<file path="config.mk">
export PLATFORM = sky130hd
export DESIGN_NAME = uart_arbiter_flat
export DESIGN_NICKNAME = d
export VERILOG_FILES = /design/src/rtl/uart_arbiter_if.sv /design/src/rtl/uart_arbiter.sv /design/src/flat_wrapper.sv
export SDC_FILE = /design/constraint.sdc
export NUM_CORES = 1
export LEC_CHECK = 0
export ABC_AREA = 1
export BUFFER_PORTS_ARGS = -buffer_cell sky130_fd_sc_hd__buf_2
export CAP_MARGIN = 20
export CELL_PAD_IN_SITES_DETAIL_PLACEMENT = 1
export CELL_PAD_IN_SITES_GLOBAL_PLACEMENT = 1
export CORE_MARGIN = 1
export CORE_UTILIZATION = 32
export CTS_CLUSTER_DIAMETER = 30
export DETAILED_ROUTE_END_ITERATION = 12
export GPL_TIMING_DRIVEN = 0
export MAX_ROUTING_LAYER = met4
export PLACE_DENSITY = 0.86
export SKIP_LAST_GASP = 1
export SYNTH_ARGS = -nofsm -noshare
export SYNTH_HDL_FRONTEND = slang
export SYNTH_SLANG_ARGS = --single-unit
</file>
<file path="constraint.sdc">
create_clock -name clk -period 1.3 [get_ports clk]
set_input_delay 0 -clock clk [delete_from_list [all_inputs] [get_ports clk]]
set_output_delay 0 -clock clk [all_outputs]
set_load 0.005 [all_outputs]
</file>
<file path="src/rtl/uart_arbiter_if.sv">
// uart_arbiter_if: bundles the two requester ports and the shared uart port.
//   m0_* / m1_*  : requester side (valid pulse, instr, addr, wdata, wstrb in;
//                  rdata, ready back)
//   uart_*       : peripheral side (valid pulse and registered request out;
//                  rdata, ready in)
//   arb_error    : one-cycle timeout indication toward the requesters
// Modports: slave = the arbiter, master = requesters plus uart peripheral.
interface uart_arbiter_if;
  logic        m0_valid;
  logic        m0_instr;
  logic [31:0] m0_addr;
  logic [31:0] m0_wdata;
  logic [3:0]  m0_wstrb;
  logic [31:0] m0_rdata;
  logic        m0_ready;

  logic        m1_valid;
  logic        m1_instr;
  logic [31:0] m1_addr;
  logic [31:0] m1_wdata;
  logic [3:0]  m1_wstrb;
  logic [31:0] m1_rdata;
  logic        m1_ready;

  logic        uart_valid;
  logic        uart_instr;
  logic [31:0] uart_addr;
  logic [31:0] uart_wdata;
  logic [3:0]  uart_wstrb;
  logic [31:0] uart_rdata;
  logic        uart_ready;

  logic        arb_error;

  modport slave (
    input  m0_valid, m0_instr, m0_addr, m0_wdata, m0_wstrb,
    output m0_rdata, m0_ready,
    input  m1_valid, m1_instr, m1_addr, m1_wdata, m1_wstrb,
    output m1_rdata, m1_ready,
    output uart_valid, uart_instr, uart_addr, uart_wdata, uart_wstrb,
    input  uart_rdata, uart_ready,
    output arb_error
  );

  modport master (
    output m0_valid, m0_instr, m0_addr, m0_wdata, m0_wstrb,
    input  m0_rdata, m0_ready,
    output m1_valid, m1_instr, m1_addr, m1_wdata, m1_wstrb,
    input  m1_rdata, m1_ready,
    input  uart_valid, uart_instr, uart_addr, uart_wdata, uart_wstrb,
    output uart_rdata, uart_ready,
    input  arb_error
  );
endinterface

</file>
<file path="src/rtl/uart_arbiter.sv">
// uart_arbiter: shares one uart port between two requesters.
//   Each requester's one-cycle valid pulse is captured into a one-deep slot
//   (a newer pulse overwrites it). In IDLE a round-robin grant picks a
//   requester, the payload is registered onto uart_*, uart_valid pulses for
//   one cycle (ISSUE), then BUSY waits for uart_ready, which is routed
//   combinationally to the owner only.
// Ports:
//   clk  - rising-edge clock
//   rst  - synchronous active-high reset
//   bus  - uart_arbiter_if.slave (m0_*, m1_*, uart_*, arb_error)
// Build option: define UART_ARB_TIMEOUT_EN to enable the BUSY wait counter;
//   after TIMEOUT_CYCLES BUSY cycles without uart_ready the owner receives
//   ready with rdata=32'hFFFFFFFF and arb_error pulses. Without it BUSY waits
//   indefinitely and arb_error is tied 0.
module uart_arbiter #(
  parameter int unsigned TIMEOUT_CYCLES = 1000000
) (
  input logic           clk,
  input logic           rst,
  uart_arbiter_if.slave bus
);
  typedef struct packed {
    logic        instr;
    logic [31:0] addr;
    logic [31:0] wdata;
    logic [3:0]  wstrb;
  } req_t;

  typedef enum logic [1:0] {IDLE, ISSUE, BUSY} state_t;

  // The timeout compares against TIMEOUT_CYCLES-1, so anything below 2
  // would fire on the first BUSY cycle or wrap.
  if (TIMEOUT_CYCLES < 2) begin : g_bad_timeout
    $error("uart_arbiter: TIMEOUT_CYCLES must be at least 2");
  end

  state_t     state;
  logic [1:0] pending;
  req_t [1:0] slot;
  logic       owner;
  logic       last_grant;
  req_t       uart_req;
  logic       uart_valid_q;

  logic [1:0] live_vld;
  req_t [1:0] live_req;

  assign live_vld    = {bus.m1_valid, bus.m0_valid};
  assign live_req[0] = {bus.m0_instr, bus.m0_addr, bus.m0_wdata, bus.m0_wstrb};
  assign live_req[1] = {bus.m1_instr, bus.m1_addr, bus.m1_wdata, bus.m1_wstrb};

  // Same-cycle valids take part in the grant; a live payload is newer than
  // whatever sits in that master's slot.
  logic [1:0] want;
  logic       grant_any;
  logic       grant_id;
  req_t       grant_req;

  always_comb begin
    want      = pending | live_vld;
    grant_any = |want;
    grant_id  = (&want) ? ~last_grant : want[1];
    grant_req = live_vld[grant_id] ? live_req[grant_id] : slot[grant_id];
  end

  // Completion is only honoured in BUSY; a stray uart_ready elsewhere is dropped.
  logic        done_ok;
  logic        done_to;
  logic [31:0] resp_data;

  assign done_ok = (state == BUSY) && bus.uart_ready;

`ifdef UART_ARB_TIMEOUT_EN
  logic [31:0] wait_cnt;
  assign done_to = (state == BUSY) && !bus.uart_ready &&
                   (wait_cnt == 32'(TIMEOUT_CYCLES - 1));
`else
  assign done_to = 1'b0;
`endif

  assign resp_data = done_to ? 32'hFFFF_FFFF : bus.uart_rdata;

  always_ff @(posedge clk) begin
    if (rst) begin
      state        <= IDLE;
      pending      <= '0;
      slot         <= '0;
      owner        <= 1'b0;
      last_grant   <= 1'b1;
      uart_req     <= '0;
      uart_valid_q <= 1'b0;
`ifdef UART_ARB_TIMEOUT_EN
      wait_cnt     <= '0;
`endif
    end else begin
      for (int i = 0; i < 2; i++) begin
        if (live_vld[i]) begin
          pending[i] <= 1'b1;
          slot[i]    <= live_req[i];
        end
      end
      uart_valid_q <= 1'b0;
      case (state)
        IDLE: begin
          if (grant_any) begin
            // Later NBA wins over the capture above: the granted request,
            // live or held, is consumed here.
            pending[grant_id] <= 1'b0;
            owner             <= grant_id;
            last_grant        <= grant_id;
            uart_req          <= grant_req;
            uart_valid_q      <= 1'b1;
            state             <= ISSUE;
          end
        end
        ISSUE: begin
          state <= BUSY;
`ifdef UART_ARB_TIMEOUT_EN
          wait_cnt <= '0;
`endif
        end
        BUSY: begin
          if (done_ok || done_to) state <= IDLE;
`ifdef UART_ARB_TIMEOUT_EN
          wait_cnt <= wait_cnt + 32'd1;
`endif
        end
        default: state <= IDLE;
      endcase
    end
  end

  assign bus.uart_valid = uart_valid_q;
  assign bus.uart_instr = uart_req.instr;
  assign bus.uart_addr  = uart_req.addr;
  assign bus.uart_wdata = uart_req.wdata;
  assign bus.uart_wstrb = uart_req.wstrb;

  assign bus.m0_ready = (done_ok || done_to) && (owner == 1'b0);
  assign bus.m1_ready = (done_ok || done_to) && (owner == 1'b1);
  assign bus.m0_rdata = bus.m0_ready ? resp_data : 32'h0;
  assign bus.m1_rdata = bus.m1_ready ? resp_data : 32'h0;
  assign bus.arb_error = done_to;
endmodule
</file>
<file path="src/flat_wrapper.sv">
// flat-port wrapper written by rule: the top's interface ports become plain ports
module uart_arbiter_flat 
#(
  parameter int unsigned TIMEOUT_CYCLES = 1000000
)
  (clk, rst, bus_m0_valid, bus_m0_instr, bus_m0_addr, bus_m0_wdata, bus_m0_wstrb, bus_m0_rdata, bus_m0_ready, bus_m1_valid, bus_m1_instr, bus_m1_addr, bus_m1_wdata, bus_m1_wstrb, bus_m1_rdata, bus_m1_ready, bus_uart_valid, bus_uart_instr, bus_uart_addr, bus_uart_wdata, bus_uart_wstrb, bus_uart_rdata, bus_uart_ready, bus_arb_error);
  uart_arbiter_if bus_i ();
  input logic clk;
  input logic rst;
  input wire logic [$bits(bus_i.m0_valid)-1:0] bus_m0_valid;
  input wire logic [$bits(bus_i.m0_instr)-1:0] bus_m0_instr;
  input wire logic [$bits(bus_i.m0_addr)-1:0] bus_m0_addr;
  input wire logic [$bits(bus_i.m0_wdata)-1:0] bus_m0_wdata;
  input wire logic [$bits(bus_i.m0_wstrb)-1:0] bus_m0_wstrb;
  output wire logic [$bits(bus_i.m0_rdata)-1:0] bus_m0_rdata;
  output wire logic [$bits(bus_i.m0_ready)-1:0] bus_m0_ready;
  input wire logic [$bits(bus_i.m1_valid)-1:0] bus_m1_valid;
  input wire logic [$bits(bus_i.m1_instr)-1:0] bus_m1_instr;
  input wire logic [$bits(bus_i.m1_addr)-1:0] bus_m1_addr;
  input wire logic [$bits(bus_i.m1_wdata)-1:0] bus_m1_wdata;
  input wire logic [$bits(bus_i.m1_wstrb)-1:0] bus_m1_wstrb;
  output wire logic [$bits(bus_i.m1_rdata)-1:0] bus_m1_rdata;
  output wire logic [$bits(bus_i.m1_ready)-1:0] bus_m1_ready;
  output wire logic [$bits(bus_i.uart_valid)-1:0] bus_uart_valid;
  output wire logic [$bits(bus_i.uart_instr)-1:0] bus_uart_instr;
  output wire logic [$bits(bus_i.uart_addr)-1:0] bus_uart_addr;
  output wire logic [$bits(bus_i.uart_wdata)-1:0] bus_uart_wdata;
  output wire logic [$bits(bus_i.uart_wstrb)-1:0] bus_uart_wstrb;
  input wire logic [$bits(bus_i.uart_rdata)-1:0] bus_uart_rdata;
  input wire logic [$bits(bus_i.uart_ready)-1:0] bus_uart_ready;
  output wire logic [$bits(bus_i.arb_error)-1:0] bus_arb_error;
  assign bus_i.m0_valid = bus_m0_valid;
  assign bus_i.m0_instr = bus_m0_instr;
  assign bus_i.m0_addr = bus_m0_addr;
  assign bus_i.m0_wdata = bus_m0_wdata;
  assign bus_i.m0_wstrb = bus_m0_wstrb;
  assign bus_m0_rdata = bus_i.m0_rdata;
  assign bus_m0_ready = bus_i.m0_ready;
  assign bus_i.m1_valid = bus_m1_valid;
  assign bus_i.m1_instr = bus_m1_instr;
  assign bus_i.m1_addr = bus_m1_addr;
  assign bus_i.m1_wdata = bus_m1_wdata;
  assign bus_i.m1_wstrb = bus_m1_wstrb;
  assign bus_m1_rdata = bus_i.m1_rdata;
  assign bus_m1_ready = bus_i.m1_ready;
  assign bus_uart_valid = bus_i.uart_valid;
  assign bus_uart_instr = bus_i.uart_instr;
  assign bus_uart_addr = bus_i.uart_addr;
  assign bus_uart_wdata = bus_i.uart_wdata;
  assign bus_uart_wstrb = bus_i.uart_wstrb;
  assign bus_i.uart_rdata = bus_uart_rdata;
  assign bus_i.uart_ready = bus_uart_ready;
  assign bus_arb_error = bus_i.arb_error;
  uart_arbiter #(.TIMEOUT_CYCLES(TIMEOUT_CYCLES)) u_core (.clk(clk), .rst(rst), .bus(bus_i));
endmodule
</file>
# == Word level (Yosys, flattened, before mapping) ==
# Cells that the tools add are included.
# classes
n_lt_le_gt_ge,2
mux,22
n_eq_ne,4
n_bitwise,6
reduce_logical,10
# ops
operator,n
$mux 69,5
$mux 32,2
$mux 1,9
$mux 2,4
$pmux 2 s3,1
$reduce_and 2->1,3
$logic_and 1x1->1,4
$ne 2x1->1 const B,2
$reduce_or 2->1,2
$not 1->1,3
$and 2x2->2,1
$eq 2x1->1 const B,1
$eq 2x2->1 const B,1
$logic_not 2->1,1
$lt 1x2->1 const B,1
$not 2->2,1
$or 2x2->2,1
$demux 1 s1,1
$ge 1x1->1 const B,1
# word_totals
ff_bits,214
out_inout_bits,137

# == Longest topological paths before layout ==
# Gate-level depths: netlist of the first run.
# logic_depth
ltp_word,11
ltp_mapped,13

# == Worst setup path before layout of the first run ==
# Ideal clock, no wire load.
# synth_path
path_kind,reg2reg
startpoint,register u_core.pending[0]
endpoint,register u_core.uart_req (netlist bit u_core.bus.uart_wdata[30])
slack_ns,-0.048
path_stages_with_launch,11
t_arrival_ns,1.240
path_buffers,2
t_required_ns,1.191
period_less_slack_ns,1.348
setup_ns,0.109
path_cell_list,dfxtp_1 -> o21ai_2 -> nand2_1 -> nand2_2 -> inv_2 -> buf_4 -> buf_6 -> nand2_1 -> nand3_1 -> nand2_1 -> inv_1
# synth_between
elab_chain_len,6
# synth_lines
item,line_no,text
from (decl),uart_arbiter.sv:38,logic [1:0] pending;
from (signal assigned),uart_arbiter.sv:86,pending <= '0;
"from (signal, indexed assignment)",uart_arbiter.sv:98,pending[i] <= 1'b1;
"from (signal, indexed assignment)",uart_arbiter.sv:108,pending[grant_id] <= 1'b0;
$or 2x2->2 *,uart_arbiter.sv:60,want = pending | live_vld;
$reduce_and 2->1,uart_arbiter.sv:62,grant_id = (&want) ? ~last_grant : want[1];
$mux 1,uart_arbiter.sv:62,
$mux 69 (implied by the code) / $mux 1 (equally long branches) (2 in a row),uart_arbiter.sv:63,grant_req = live_vld[grant_id] ? live_req[grant_id] : slot[grant_id];
$mux 69,uart_arbiter.sv:63,
to (signal assigned),uart_arbiter.sv:111,uart_req <= grant_req;
to (decl),uart_arbiter.sv:42,req_t uart_req;
# Every way passes the cells marked *; elsewhere a longest branch is shown, timed or not. The select of a mux whose other input is x is not followed.
# A chain may end at the register's enable or synchronous reset.

# == Final worst setup path of the first run ==
# layout_path
startpoint,register u_core.pending[0]
endpoint,register u_core.uart_req (netlist bit u_core.bus.uart_addr[31])
# Same word-level chain as after synthesis.

==> flow_summary.yaml, run 1 <==
setup_path:
  cp_slowest_cell: "dfxtp_2"
  worstPathMaxFanout: 10
  end_kind: "flop"
  crit_family: "buffers and inverters"
  crit_arrival_ns: 2.53
  path_class: "reg2reg"
  critPathLaunchType: "flop"
  cp_slowest_stage_delay_ns: 0.34
  cp_num_buf_inv: 5
  worstPathRequired_ns: 1.77
  path_cells: "o21ai_4 -> buf_6 -> buf_6 -> buf_16 -> buf_8 -> nand3_1 -> nand2_1 -> nand2_1 -> nand3_2 -> nand2_2 -> inv_2"
synthesis:
  synth-xor-area-share_pct: 0
  syn_inst: 1790
  synthMuxAreaShare_pct: 0
  synthFlopType: "dfxtp_1"
  synth-edff-count: 0
  async_flop_share_pct: 0
  synthesis.area_um2: 10800
  ys_seq_area_share_pct: 39.6
  synthSimpleGateAreaFrac_pct: 43.5
  syn_nets: 1965
  synth.avg_cell_area_um2: 6.05
  synthAdderAreaFrac_pct: 0
  ys_types: 23
  synth_compound_area_share_pct: 6.88
  ys_seq_elements: 214
  ys_warn_count: 0
  synth_top_family_by_area: "simple AND/OR/NAND/NOR gates"
drt:
  vias: 17100
  drt_iter0_drc: 1890
  drt_drc_violations_left: 0
  viasPerCell: 5.92
  firstDrtPassIters: 10
  drt-total-wl_um: 82200
  ant_nets: 0
  post_drt_wl_per_cell_um: 28.5
clock_network:
  cts_sinks: 214
  path_clk_slew_ns: 0.05
  cts_buffer_depth: 3
  clk_latency_ns: 0.58
  tritoncts: "built"
  clock-root-buffer: "clkbuf_16"
  cts_made_buffers: 66
  h-tree-depth: 3
floorplan:
  core_area_um2: 32900
  chipHeight_um: 186
  pin_count: 312
  fp.dieW_um: 186
  design.die.area_um2: 34600
  rows: 66
  initial_utilization_pct: 32.9
job:
  maxCapViolations: 0
layout:
  final_area_um2: 19900
  num-nets-final: 2544
  nFillCells: 4051
  area_delta_synth_final_pct: 84.0
  drive_above_1_share_pct: 38.9
  post-route-util_pct: 60.6
timing:
  hold_violations: 0
  fin_skew_ns: 0.0263
  setup_viol: 157
  maxSlewHeadroom_pct: 6.85
  rsz0062_at_grt: "true"
  max_slew.worst_pin.slew_ns: 1.40
  fin_crit_ns: 2.05
  finalCritPeriodShare_pct: 158
  layout_setup_ws_ns: -0.753
  slew_violations: 0
  whs_ns: 0.123
  fmax_ghz: 0.487
place:
  io_buffers: 309
  dp_hpwl_um: 34000
  place_area_um2: 12900
  gp_congestion: 0.843
power:
  ir_drop_mv: 1.39
  p_total_mw: 35.2
  powerDensity_nw_per_um2: 1770
  p_leak_nw: 10.2
global_routing:
  grt_pass1_vias: 17500
  grt_pass1_wl_um: 101000
  antenna_found_initial: 13
  grt_max_degree: 11
  grt_overflow_total: 0
  track_usage_pct: 39.9
worst_hold_path:
  hp-class: "in2reg"
outcome:
  violations: "negative setup slack"
  status: "finished with violations"
==> routing by layer <==
layer / vias up / global-route usage, % / share of wire (%) / wire length [um]
li1: 6785 / - / - / -
met1: 7986 / 39.6 / 32 / 26400
met2: 1607 / 68.2 / 45 / 37000
met3: 719 / 9.82 / 12 / 10200
met4: 0 / 29.4 / 11 / 8670
met5: - / - / 0 / 0
==> worst paths after layout <==
path                          start                        to  slack [ns]  depth (start not counted)
hold / removal         bus_m1_valid         u_core.pending[0]        0.12                          5
setup reg to reg  u_core.pending[0]  u_core.bus.uart_addr[31]       -0.75                         11
hold reg to reg    u_core.slot[103]          u_core.slot[103]        0.53                          2
setup / recovery  u_core.pending[0]  u_core.bus.uart_addr[31]       -0.75                         11
==> metrics by stage <==
stage,TNS [ns],setup slack (ns),cells
3_3_place_gp,-68.42,-0.552,2541
3_5_place_dp,-77.17,-0.579,2541
2_1_floorplan,-0.121,-0.0121,1790
5_1_grt,-66.54,-0.770,2884
6_report,-62.93,-0.753,2886
4_1_cts,-39.60,-0.386,2861
==> kinds of logic (layout without fill, tap and decap cells) <==
group	after synthesis	in the layout
simple gates	1181	1181
buf+inv	248	876
flops	214	214
compound gates	146	146
other cells	1	27
==> cell type report <==
cell class / instances / area [um2] / share of cell area (%)
well taps: 442 / 553 / 2.78
clock inverters: 17 / 206 / 1.04
plain buffers: 130 / 1270 / 6.37
clock buffers: 100 / 1980 / 9.96
multi-input cells: 1328 / 7000 / 35.2
diodes: 26 / 65.1 / 0.327
repair buffers: 515 / 4080 / 20.5
inverters: 114 / 450 / 2.26
flip-flops and latches: 214 / 4300 / 21.6
==> sequential cells by signal, indices dropped and copies added (netlist names) <==
register	count
u_core.state	2
u_core.last_grant	1
u_core.bus.uart_wdata	32
u_core.bus.uart_addr	32
u_core.pending	2
u_core.bus.uart_instr	1
u_core.owner	1
u_core.bus.uart_valid	1
u_core.slot	138
u_core.bus.uart_wstrb	4
==> repair_timing <==
| item | in CTS | in global routing |
|---|---|---|
| pin swaps | 112 | 118 |
| endpoints found under the hold margin | 209 | 0 |
| buffers inserted | 34 | 5 |
| endpoints found under the setup margin | 138 | 170 |
| gates cloned | 30 | 3 |
| resized for setup | 397 | 292 |
| hold buffers | 140 | 0 |
==> Yosys cell counts (2+ instances only) <==
| master | instances | share of area, % |
|---|---|---|
| a211oi_1 | 2 | 0.14 |
| inv_2 | 4 | 0.14 |
| o21ai_0 | 138 | 6.4 |
| inv_1 | 109 | 3.8 |
| nor2_1 | 479 | 17 |
| nand2_1 | 488 | 17 |
| buf_2 | 48 | 2.2 |
| buf_1 | 7 | 0.24 |
| nand3_1 | 210 | 9.7 |
| a21oi_1 | 3 | 0.14 |
| dfxtp_1 | 214 | 40 |
| clkbuf_1 | 60 | 2.1 |
| buf_6 | 4 | 0.42 |
| buf_4 | 15 | 1.0 |
==> worst reg2reg max path, cell delays in order, from the launching register on <==
cell and delay (ns):
dfxtp_2 0.34, o21ai_4 0.25, buf_6 0.15, buf_6 0.13, buf_16 0.20, buf_8 0.17
nand3_1 0.12, nand2_1 0.11, nand2_1 0.10, nand3_2 0.11, nand2_2 0.07, inv_2 0.22
==> placed cells by master, fill, tap and decap left out, types with 12 or more instances in the layout <==
cell,n
buf_12,21
buf_16,18
buf_2,314
buf_4,32
buf_6,25
buf_8,23
clkbuf_1,59
clkbuf_16,80
clkbuf_8,18
dfxtp_1,209
diode_2,26
dlygate4sd3_1,140
inv_1,86
inv_2,23
nand2_1,280
nand2_2,163
nand2_4,44
nand3_1,105
nand3_2,93
nand3_4,12
nor2_1,446
nor2_2,21
nor2_4,12
o21ai_0,138
==> power by group <==
group	internal, mW	switching [mW]	leakage, nW
Sequential	7.34	0.646	1.78
Combinational	4.18	6.31	7.36
Clock	11.2	5.50	1.08
Power figures use the tool's default switching activity.
==> run 2, diff against run 1 <==
--- a/config.mk
+++ b/config.mk
@@ -5,13 +5,13 @@
 export SDC_FILE = /design/constraint.sdc
 export NUM_CORES = 1
 export LEC_CHECK = 0
-export ABC_AREA = 1
 export BUFFER_PORTS_ARGS = -buffer_cell sky130_fd_sc_hd__buf_2
 export CAP_MARGIN = 20
 export CELL_PAD_IN_SITES_DETAIL_PLACEMENT = 1
 export CELL_PAD_IN_SITES_GLOBAL_PLACEMENT = 1
+export CORE_ASPECT_RATIO = 2
 export CORE_MARGIN = 1
-export CORE_UTILIZATION = 32
+export CORE_UTILIZATION = 35
 export CTS_CLUSTER_DIAMETER = 30
 export DETAILED_ROUTE_END_ITERATION = 12
 export GPL_TIMING_DRIVEN = 0
==> flow_summary.yaml, run 2 <==
setup_path:
  worstPathMaxFanout: 9
  crit_start: "u_core.pending[1]"
  path_class: "reg2reg"
  critPathLaunchType: "flop"
  worstPathRequired_ns: 1.71
  crit_arrival_ns: 2.30
  r2r-start: "u_core.pending[1]"
  end_kind: "flop"
place:
  dp_hpwl_um: 26400
  io_buffers: 307
  pre_cts_slack_ns: -0.951
  gp_congestion: 0.805
floorplan:
  chipHeight_um: 236
  rows: 85
  design.die.area_um2: 28200
  fp.dieW_um: 119
  initial_utilization_pct: 35.6
  core_area_um2: 27000
  pin_count: 312
synthesis:
  synth.avg_cell_area_um2: 10.2
  synthAdderAreaFrac_pct: 0
  synth-xor-area-share_pct: 0
  synthMuxAreaShare_pct: 28.9
  ys_seq_area_share_pct: 44.5
  synth_top_cell_area_share_pct: 44.5
  yosys.area.top_type: "dfxtp_1"
  synth_compound_area_share_pct: 6.91
  syn_nets: 1118
  synth_top_family_by_area: "multiplexers"
  synthSimpleGateAreaFrac_pct: 15.7
  synth.area.top_cells: "dfxtp_1 (45%), mux2i_1 (29%), o221ai_1 (6.3%)"
  ys_types: 25
  synthFlopType: "dfxtp_1"
  ys_warn_count: 0
  synth-edff-count: 0
  synth.most_common_cell: "mux2i_1"
  ys_seq_elements: 214
  synthesis.area_um2: 9620
  syn_inst: 943
  async_flop_share_pct: 0
  ys_top_cells_by_count: "mux2i_1 (278), dfxtp_1 (214), nor2_1 (147), nand3b_1 (69), o221ai_1 (69)"
outcome:
  violations: "negative setup slack"
  status: "finished with violations"
drt:
  viasPerCell: 5.58
  firstDrtPassIters: 5
  ant_nets: 0
  drt_iter0_drc: 451
  vias: 10300
  post_drt_wl_per_cell_um: 26.5
  drt-total-wl_um: 48800
  drt_drc_violations_left: 0
timing:
  finalCritPeriodShare_pct: 145
  setup_viol: 139
  fin_skew_ns: 0.0180
  slew_violations: 0
  max_slew.worst_pin.slew_ns: 0.949
  whs_ns: 0.127
  maxSlewHeadroom_pct: 36.8
  fmax_ghz: 0.529
  fin_crit_ns: 1.89
  hold_violations: 0
  rsz0062_at_grt: "true"
  layout_setup_ws_ns: -0.589
clock_network:
  cts_buffer_depth: 3
  path_clk_slew_ns: 0.06
  cts_sinks: 214
  cts_made_buffers: 37
  h-tree-depth: 2
  clk_latency_ns: 0.51
  clock-root-buffer: "clkbuf_16"
  tritoncts: "built"
job:
  maxCapViolations: 0
layout:
  layout_commonest_cell: "buf_2"
  drive_above_1_share_pct: 38.0
  nFillCells: 2881
  num-nets-final: 1639
  largest_register_ffs: 138
  area_delta_synth_final_pct: 66.1
  regMostFlops: "u_core.slot"
  final_cell_mix: "buf_2 (306), mux2i_1 (242), dfxtp_1 (208)"
power:
  p_leak_nw: 7.26
  powerDensity_nw_per_um2: 1440
  ir_drop_mv: 1.34
worst_hold_path:
  hp-class: "in2reg"
  holdCritStartpoint: "bus_m1_valid"
global_routing:
  grt_overflow_total: 0
  grt_max_degree: 12
  grt_pass1_vias: 11800
  grt_pass1_wl_um: 69000
  antenna_found_initial: 7
  track_usage_pct: 33.3
==> run 2: critical path: stages (launching register included) <==
cell	delay [ns]
dfxtp_4	0.36
nor2_4	0.04
a211o_1	0.34
or3_4	0.47
buf_4	0.19
buf_8	0.13
o221ai_2	0.27
==> run 2: timing repair <==
item,4_1_cts,5_1_grt
pin swaps,32,4
endpoints found under the setup margin,194,231
hold buffers,140,0
buffers inserted,9,15
endpoints found under the hold margin,209,0
cloned,8,4
gates resized for setup,174,99
==> run 2: path summary, 6_finish.rpt <==
kind,slack (ns),depth (start not counted),end
max reg2reg,-0.59,6,u_core.bus.uart_addr[30]
min reg2reg,0.50,2,u_core.bus.uart_wstrb[3]
min,0.13,3,u_core.last_grant
max,-0.59,6,u_core.bus.uart_addr[30]
==> run 2: kinds of logic (layout without fill, tap and decap cells) <==
kind of cell / Yosys count / count (layout)
compound gates: 78 / 78
buf+inv: 86 / 632
flops: 214 / 214
mux: 278 / 278
other cells: 1 / 8
simple gates: 286 / 286
==> run 2: layout make-up <==
class	instances	area (um2)	share of cell area, %
Antenna cell	7	17.5	0.110
Buffer	85	841	5.26
Timing Repair Buffer	483	3460	21.7
Clock inverter	22	314	1.97
Sequential cell	214	4300	26.9
Multi-Input combinational cell	643	5650	35.3
Clock buffer	42	965	6.04
Tap cell	348	435	2.72
==> run 2: report_power, final <==
group          leakage, nW  internal [mW]  switching (mW)  total, mW
Clock                0.623           6.61            3.77       10.4
Combinational         4.87           2.41            2.45       4.86
Sequential            1.77           7.18           0.507       7.69
==> run 2: metrics by stage <==
step	setup TNS, ns	utilization [%]	std cells	power [mW]	area (um2)
after floorplan	-18.02	-	943	9.40	9750
after global placement	-132.92	43.4	1598	10.7	11700
after detailed placement	-141.87	43.4	1598	10.8	11700
after CTS	-53.94	56.8	1819	22.1	15300
after global routing	-64.82	59.2	1844	23.4	16000
final	-58.79	59.2	1844	22.9	16000
==> run 2: metal layers <==
metal	vias up	routed length (um)	global-route usage (%)
met3	263	2270	5.44
met1	5056	15400	27.9
li1	4431	-	-
met2	534	27100	63.2
met4	0	4040	26.0
met5	-	0	-
